File: config.mk
export PLATFORM = sky130hd
export DESIGN_NAME = uart_tx_arbiter
export DESIGN_NICKNAME = d
export VERILOG_FILES = /design/src/rtl/uart_pkg.sv /design/src/rtl/uart_rr_pick.sv /design/src/rtl/uart_tx_arbiter.sv
export SDC_FILE = /design/constraint.sdc
export NUM_CORES = 1
export LEC_CHECK = 0
export ABC_AREA = 1
export CORE_UTILIZATION = 50
export CTS_BUF_LIST = sky130_fd_sc_hd__clkbuf_2
export DETAILED_ROUTE_END_ITERATION = 10
export DONT_BUFFER_PORTS = 1
export SETUP_SLACK_MARGIN = 0.2
export SLEW_MARGIN = 15
export SYNTH_ARGS = -nofsm -noshare
export SYNTH_HDL_FRONTEND = slang
export SYNTH_SLANG_ARGS = --single-unit
File: constraint.sdc
create_clock -name clk -period 2.5 [get_ports clk]
set_clock_uncertainty 0.05 [all_clocks]
set_input_delay 0.5 -clock clk [delete_from_list [all_inputs] [get_ports clk]]
set_output_delay 0.5 -clock clk [all_outputs]
set_load 0.01 [all_outputs]
File: src/rtl/uart_pkg.sv
// uart_pkg: shared UART constants, FSM state type and frame-length helper
package uart_pkg;
    localparam int UART_CLKS_PER_BIT = 833;
    localparam int UART_FRAME_BITS = 10;
    typedef enum logic [1:0] {IDLE, SEND, WAIT} state_t;
    function automatic int frame_clks(input int cpb, input int guard);
        return UART_FRAME_BITS * cpb + guard;
    endfunction
endpackage

File: src/rtl/uart_rr_pick.sv
// uart_rr_pick: combinational round-robin picker, first valid after i_ptr, or only i_lock_id when locked
module uart_rr_pick #(
    parameter int N = 4
) (
    input  logic [N-1:0]         i_valid,
    input  logic [$clog2(N)-1:0] i_ptr,
    input  logic                 i_lock,
    input  logic [$clog2(N)-1:0] i_lock_id,
    output logic                 o_found,
    output logic [$clog2(N)-1:0] o_idx
);
    localparam int IW = $clog2(N);
    always_comb begin : pick
        logic [IW-1:0] j;
        o_found = 1'b0;
        o_idx = '0;
        j = '0;
        for (int k = N; k >= 1; k--) begin
            j = IW'((int'(i_ptr) + k) % N);
            o_found = i_valid[j] ? 1'b1 : o_found;
            o_idx = i_valid[j] ? j : o_idx;
        end
        o_found = i_lock ? i_valid[i_lock_id] : o_found;
        o_idx = i_lock ? i_lock_id : o_idx;
    end
endmodule

File: src/rtl/uart_tx_arbiter.sv
// uart_tx_arbiter: round-robin sharing of one UART transmitter among NUM_REQ requesters,
// with multi-byte packet locking and self-paced frame timing
module uart_tx_arbiter
    import uart_pkg::*;
#(
    parameter int NUM_REQ = 4,
    parameter int CLKS_PER_BIT = UART_CLKS_PER_BIT,
    parameter int GUARD_CLKS = 16,
    parameter int LOCK_TIMEOUT = 65536
) (
    input  logic                       clk,
    input  logic                       rst,
    input  logic [NUM_REQ-1:0]         i_req_valid,
    input  logic [8*NUM_REQ-1:0]       i_req_byte,
    input  logic [NUM_REQ-1:0]         i_req_last,
    output logic [NUM_REQ-1:0]         o_req_ack,
    output logic [7:0]                 o_tx_send,
    output logic                       o_tx_ready,
    output logic                       o_busy,
    output logic [$clog2(NUM_REQ)-1:0] o_grant_id
);
    localparam int IW = $clog2(NUM_REQ);
    localparam int FRAME_CLKS = frame_clks(CLKS_PER_BIT, GUARD_CLKS);
    localparam int FW = $clog2(FRAME_CLKS);
    localparam int LW = $clog2(LOCK_TIMEOUT);
    state_t             r_state;
    state_t             w_next;
    logic [7:0]         r_tx_send;
    logic               r_tx_ready;
    logic [NUM_REQ-1:0] r_ack;
    logic [IW-1:0]      r_grant;
    logic [IW-1:0]      r_rr_ptr;
    logic               r_lock;
    logic [IW-1:0]      r_lock_id;
    logic [FW-1:0]      r_frame_cnt;
    logic [LW-1:0]      r_lock_cnt;
    logic               w_found;
    logic [IW-1:0]      w_idx;
    logic               w_go;
    logic               w_lock_to;
    uart_rr_pick #(.N(NUM_REQ)) u_pick (
        .i_valid  (i_req_valid),
        .i_ptr    (r_rr_ptr),
        .i_lock   (r_lock),
        .i_lock_id(r_lock_id),
        .o_found  (w_found),
        .o_idx    (w_idx)
    );
    assign w_go = (r_state == IDLE) && w_found;
    assign w_lock_to = r_lock_cnt == LW'(LOCK_TIMEOUT - 1);
    always_ff @(posedge clk) begin
        r_state <= rst ? IDLE : w_next;
    end
    always_comb begin
        w_next = (r_state == IDLE) ? (w_found ? SEND : IDLE) :
                 (r_state == SEND) ? WAIT :
                 (r_frame_cnt == '0) ? IDLE : WAIT;
    end
    // Strobe, ack and byte are registered on entry to SEND so they are visible for exactly the SEND cycle.
    always_ff @(posedge clk) begin
        if (rst) begin
            r_tx_send <= '0;
            r_tx_ready <= 1'b0;
            r_ack <= '0;
            r_grant <= '0;
            r_rr_ptr <= IW'(NUM_REQ - 1);
            r_lock <= 1'b0;
            r_lock_id <= '0;
            r_frame_cnt <= '0;
            r_lock_cnt <= '0;
        end else begin
            r_tx_ready <= w_go;
            r_ack <= w_go ? NUM_REQ'(1) << w_idx : '0;
            if (w_go) begin
                r_tx_send <= i_req_byte[{w_idx, 3'b000} +: 8];
                r_grant <= w_idx;
                r_rr_ptr <= w_idx;
                r_lock <= !i_req_last[w_idx];
                r_lock_id <= w_idx;
                r_lock_cnt <= '0;
            end else if (r_state == IDLE && r_lock && !i_req_valid[r_lock_id]) begin
                r_lock <= !w_lock_to;
                r_lock_cnt <= w_lock_to ? '0 : r_lock_cnt + LW'(1);
            end
            r_frame_cnt <= (r_state == SEND) ? FW'(FRAME_CLKS - 1) :
                           (r_state == WAIT && r_frame_cnt != '0) ? r_frame_cnt - FW'(1) : r_frame_cnt;
        end
    end
    assign o_tx_send = r_tx_send;
    assign o_tx_ready = r_tx_ready;
    assign o_req_ack = r_ack;
    assign o_grant_id = r_grant;
    assign o_busy = (r_state == WAIT);
endmodule

==> impl_metrics.yaml, run 1 <==
layout:
  final_nets: 474
  post_route_cells_drive_above_1_share_pct: 11.4
  filler_free_cell_count_of_the_finished_design: 503
  layout-area-overhead-vs-synth_pct: 4.85
  antennaDiodeCount: 0
global_route:
  busiest_layer: "met2"
  grt_overflow_total: 0
  met3_track_demand_over_resource_in_global_routing_pct: 4.88
  grt_max_degree: 24
  grt_pass1_vias: 2393
  globalRouteMet1Util_pct: 29.2
  met2_usage_pct: 35.4
  grt_first_pass_wirelength_um: 10600
  antenna_found_initial: 0
  global_route.usage.total_pct: 22.0
setup_path:
  critPathSlowestCell: "dfxtp_1"
  path_max_fanout: 8
  setup.worst_path.end_class: "register"
  max_stage_delay_ns: 0.39
  critPathTopFamily: "simple AND/OR/NAND/NOR gates"
  path_cells: "inv_1, ha_1, nand2_1, inv_1, nand4_1, nand2_1, nor2_1, nand2_1, nor2_2, nand2_1, o21ai_0, a21oi_1"
  critPathLaunchType: "register"
  crit_top_cell: "nand2_1"
  cp_num_buf_inv: 2
  worstPathArrival_ns: 2.37
  critPathRequiredTime_ns: 2.79
  timing_worst_setup_path_type: "reg -> reg"
power_and_ir_drop:
  power_consumption_mw: 3.49
  vdd_drop_max_v: 0.000652
  power_per_cell_area_nw_per_um2: 1170
  power.leakage_nw: 1.33
timing:
  timing.max_slew.rel_slack_pct: 68.2
  timing.final.setup_violations: 0
  final.period_utilization_pct: 83.1
  finalSetupTns_ns: 0
  max_slew.worst_pin.slew_ns: 0.476
  timing_max_transition_violations_final: 0
  fin_crit_ns: 2.08
  finalHoldViolations: 0
  maxClockFrequency_ghz: 0.481
  whs_ns: 0.0592
  layout_setup_ws_ns: 0.422
  rsz_0062_raised_after_global_routing: "false"
clock_network:
  cts_hold_buf: 0
  clkSlewWorstSetupHoldPaths_ns: 0.23
  insertion_delay_ns: 0.44
  cts_made_buffers: 5
  cts.htree.levels: 2
  cts_tree: "built"
  cts.root.buffer_cell: "clkbuf_2"
  cts_sinks: 50
  cts.path.max_buffers: 2
routing:
  drt_iter0_drc: 63
  route.antenna.remaining_nets: 0
  detailedRoute.firstPassIterationCount: 4
  detail_route.wl_per_cell_um: 12.2
  drc: 0
  via_count_normalized_by_instance_count: 5.19
  routed_wirelength_um: 6150
  via_count: 2611
place:
  dp_hpwl_um: 4630
  gp_congestion: 0.836
  port_buffer_count: 0
  preCtsSetupSlack_ns: 0.261
  placed_cells_incl_taps: 493
synth:
  async_flop_share_pct: 0
  dominant_combinational_cell_family_by_area_after_synthesis: "simple AND/OR/NAND/NOR gates"
  synth.yosys.seq_area_share_pct: 35.3
  postSynthNetCount: 471
  synth_top_cells_by_count: "nand2_1, nand3_1, inv_1"
  postSynthAreaPerCell_um2: 6.64
  synth-compound-area-share_pct: 8.65
  ys_ff_latch: 50
  synth_cells: 427
  synth_adder_area_share_pct: 0.882
  yosys.area_share.xor_xnor_pct: 3.40
  muxShareOfSynthArea_pct: 0
  synth_top_cells_by_area: "dfxtp_1, nand2_1, nand3_1"
  syn_area_um2: 2840
  yosys_most_used_dff: "dfxtp_1"
  basic_gate_share_of_the_synthesized_area_counting_and_or_nand_and_nor_cells_pct: 41.0
  synth_top_cell_area_share_pct: 35.3
  yosys.cell_count.top_type: "nand2_1"
  post-synth-top-area-cell: "dfxtp_1"
  synth_enable_flop_cells: 0
  synth_warnings: 0
  synth_cell_types: 40
floorplanning:
  io_pins: 58
  die_w_um: 77.3
  die-area_um2: 5980
  die_height_um: 77.3
  start_util_pct: 51.8
  floorplan.rows: 27
  floorplan.core_area_um2: 5470
outcome:
  status: "completed"
run:
  maxCapViolCount: 0
min_path:
  holdCritPathClass: "in -> reg"
## sequential cells by signal, summed over array words and instances, names as in the netlist
name / flops
o_tx_send: 8
r_frame_cnt: 14
r_lock: 1
o_req_ack: 4
o_tx_ready: 1
r_rr_ptr: 2
r_lock_cnt: 16
r_state: 2
r_lock_id: 2
## cells by family after synthesis
group,count (synthesis)
simple gates,253
compound gates,44
xor+xnor,11
fa+ha+maj,2
buf+inv,67
flops,50
## power by group
group,switching (mW),internal [mW],total [mW]
clock network,0.261,0.173,0.434
registers,0.195,0.990,1.18
logic,1.25,0.618,1.87
total,1.71,1.78,3.49
## routing by layer
metal  part of all wire (%)  wire, um
met5                      0         0
met4                    1.4        84
met3                    4.5       277
met2                     44      2720
met1                     50      3070
## timing repair
item | CTS | global route
resized for setup | 0 | 8
endpoints found under the setup margin | 0 | 32
setup buffers | 0 | 2
## metrics by stage
| step | cell area [um2] | util [%] |
|---|---|---|
| 2_1_floorplan | 2840 | - |
| 3_3_place_gp | 2870 | 52.4 |
| 3_5_place_dp | 2870 | 52.4 |
| 4_1_cts | 2930 | 53.6 |
| 5_1_grt | 2970 | 54.3 |
| 6_report | 2970 | 54.3 |
## layout by cell type, fill, tap and decap left out, types with 2 or more instances in the layout
cell	count
nand3b_1	2
nand2_1	105
inv_1	51
buf_4	6
nand3_1	63
dfxtp_1	48
nor3_1	10
o21ai_1	2
nand2_2	13
nor2_1	42
xor2_1	9
o21ai_0	16
inv_2	3
or2_2	2
clkinvlp_4	2
nor2_2	3
clkbuf_2	6
nand4_1	5
ha_1	2
a21oi_1	16
a31oi_1	3
xnor2_1	2
## path summary, 6_finish.rpt
kind / startpoint / to / slack [ns] / depth (start not counted)
min reg2reg: r_frame_cnt[11] / r_frame_cnt[11] / 0.46 / 2
max: r_frame_cnt[0] / r_frame_cnt[11] / 0.42 / 12
max reg2reg: r_frame_cnt[0] / r_frame_cnt[11] / 0.42 / 12
min: rst / r_frame_cnt[3] / 0.06 / 1
## area by class of cell
class                      count  area, um2
inverter                      57        221
clock buffer                   6       30.0
sequential                    50       1010
tap                           72       90.1
clock inverter                 2       37.5
timing repair buffer           6       45.0
fill                         576       2500
multi-input combinational    310       1540
Power figures use the tool's default switching activity.
==> run 2, diff against run 1 <==
clock period = 2.08 ns   (was 2.5 ns; I/O delays follow)
==> run 2 against run 1 <==
Net effect:
- worst setup slack lost 0.18 ns
- largest power group unchanged
- clock-buffer cell count shrank 1
- total power grew 33%
- highest routed layer unchanged
- sequential share of layout area is 2.6 points lower
==> impl_metrics.yaml, run 2 (synthesis results as in run 1) <==
setup_path:
  timing_worst_setup_path_type: "reg -> reg"
  worstPathArrival_ns: 2.17
  critical_path_destination: "r_frame_cnt[8]"
  path_max_fanout: 4
  rr_startpoint: "r_frame_cnt[0]"
  critPathRequiredTime_ns: 2.42
  critPathLaunch: "r_frame_cnt[0]"
  critical_register_to_register_path_endpoint: "r_frame_cnt[8]"
  reg2reg_depth: 12
  critPathLaunchType: "register"
  reg2reg_setup_slack_ns: 0.25
  setup.worst_path.end_class: "register"
place:
  gp_congestion: 0.847
  dp_hpwl_um: 4670
  port_buffer_count: 0
  placed_cells_incl_taps: 502
global_route:
  busiest_layer: "met2"
  grt_first_pass_wirelength_um: 11100
  grt_max_degree: 24
  met3_track_demand_over_resource_in_global_routing_pct: 5.24
  globalRouteMet1Util_pct: 29.2
  grt_pass1_vias: 2564
  met2_usage_pct: 37.7
  antenna_found_initial: 0
  global_route.usage.total_pct: 22.8
  grt_overflow_total: 0
layout:
  largest_register: "r_lock_cnt"
  largest_reg_flops: 16
  final_cell_mix: "nand2_1, nand3_1, inv_1"
  final_core_utilization_pct: 59.6
  n_fill_cell: 530
  final_nets: 494
  most_common_library_cell_in_the_layout_ignoring_fill_and_taps: "nand2_1"
  layout-area-overhead-vs-synth_pct: 14.9
  post_route_cells_drive_above_1_share_pct: 20.8
  antennaDiodeCount: 0
  filler_free_cell_count_of_the_finished_design: 523
  seq_area_um2: 1020
  multi_input_area_um2: 1650
clock_network:
  cts.root.buffer_cell: "clkbuf_2"
  cts_sinks: 50
  cts.htree.levels: 2
  cts.path.max_buffers: 2
  cts_tree: "built"
  clkSlewWorstSetupHoldPaths_ns: 0.31
  cts_made_buffers: 5
  insertion_delay_ns: 0.46
timing:
  maxClockFrequency_ghz: 0.545
  finalHoldViolations: 0
  final.period_utilization_pct: 88.1
  timing_max_transition_violations_final: 0
  max_slew.worst_pin.slew_ns: 0.437
  fin_crit_ns: 1.83
  rsz_0062_raised_after_global_routing: "true"
  timing.final.setup_violations: 0
  timing.max_slew.rel_slack_pct: 70.8
  finalSetupTns_ns: 0
floorplanning:
  die_height_um: 77.3
  start_util_pct: 51.8
  floorplan.rows: 27
  die-area_um2: 5980
  die_w_um: 77.3
  floorplan.core_area_um2: 5470
  io_pins: 58
outcome:
  status: "completed"
routing:
  via_count: 2748
  route.antenna.remaining_nets: 0
  detailedRoute.firstPassIterationCount: 5
  drt_iter0_drc: 88
  drc: 0
  routed_wirelength_um: 6680
  via_count_normalized_by_instance_count: 5.25
  detail_route.wl_per_cell_um: 12.8
run:
  maxCapViolCount: 0
power_and_ir_drop:
  power_per_cell_area_nw_per_um2: 1430
  power.leakage_nw: 1.47
  power_consumption_mw: 4.66
  vdd_drop_max_v: 0.000681
min_path:
  holdCritPathClass: "in -> reg"
[run 2: area by class of cell]
class / count / area share (%)
Multi-Input combinational cell: 310 / 50.7
Inverter: 57 / 6.72
Clock inverter: 3 / 0.768
Sequential cell: 50 / 31.2
Tap cell: 72 / 2.76
Clock buffer: 5 / 0.768
Timing Repair Buffer: 26 / 7.02
[run 2: stage by stage]
stage	setup WS, ns	area, um2	hold slack [ns]
finish	0.247	3260	0.104
global route	0.110	3260	0.0856
CTS	0.204	3040	0.0590
detailed placement	0.0987	2930	0.413
global placement	0.102	2930	0.413
floorplan	0.350	2840	0.393
[run 2: power breakdown]
part / internal (mW) / switching, mW
registers: 1.20 / 0.227
logic: 1.09 / 1.71
clock network: 0.0895 / 0.344
[run 2: critical path, stage by stage (launching register included)]
cell,delay (ns)
dfxtp_2,0.43
inv_4,0.05
ha_4,0.16
nand2_4,0.06
inv_2,0.04
nand4_1,0.14
nand2_2,0.12
inv_2,0.10
nand3b_1,0.14
nor2_2,0.17
inv_1,0.07
o21ai_1,0.15
a21oi_1,0.08
[run 2: timing repair]
action,4_1_cts,5_1_grt
hold buffers,1,0
hold endpoints to repair,3,0
setup buffers,1,11
pin swaps,1,13
setup endpoints to repair,10,40
resized for setup,14,41
[run 2: how the worst min path moves through the flow]
stage                        start              to  slack (ns)  depth (start not counted)
floorplan           r_frame_cnt[2]  r_frame_cnt[2]        0.39                          1
global placement    r_frame_cnt[2]  r_frame_cnt[2]        0.41                          1
detailed placement  r_frame_cnt[2]  r_frame_cnt[2]        0.41                          1
CTS                            rst  r_frame_cnt[7]        0.06                          3
global route                   rst   r_lock_cnt[2]        0.09                          3
finish                         rst  r_frame_cnt[7]        0.10                          3
[run 2: layer usage]
| metal | share of wire (%) | vias to the layer above |
|---|---|---|
| li1 | - | 1419 |
| met1 | 46 | 1269 |
| met2 | 49 | 54 |
| met3 | 4.2 | 6 |
| met4 | 1.0 | 0 |
| met5 | 0 | - |
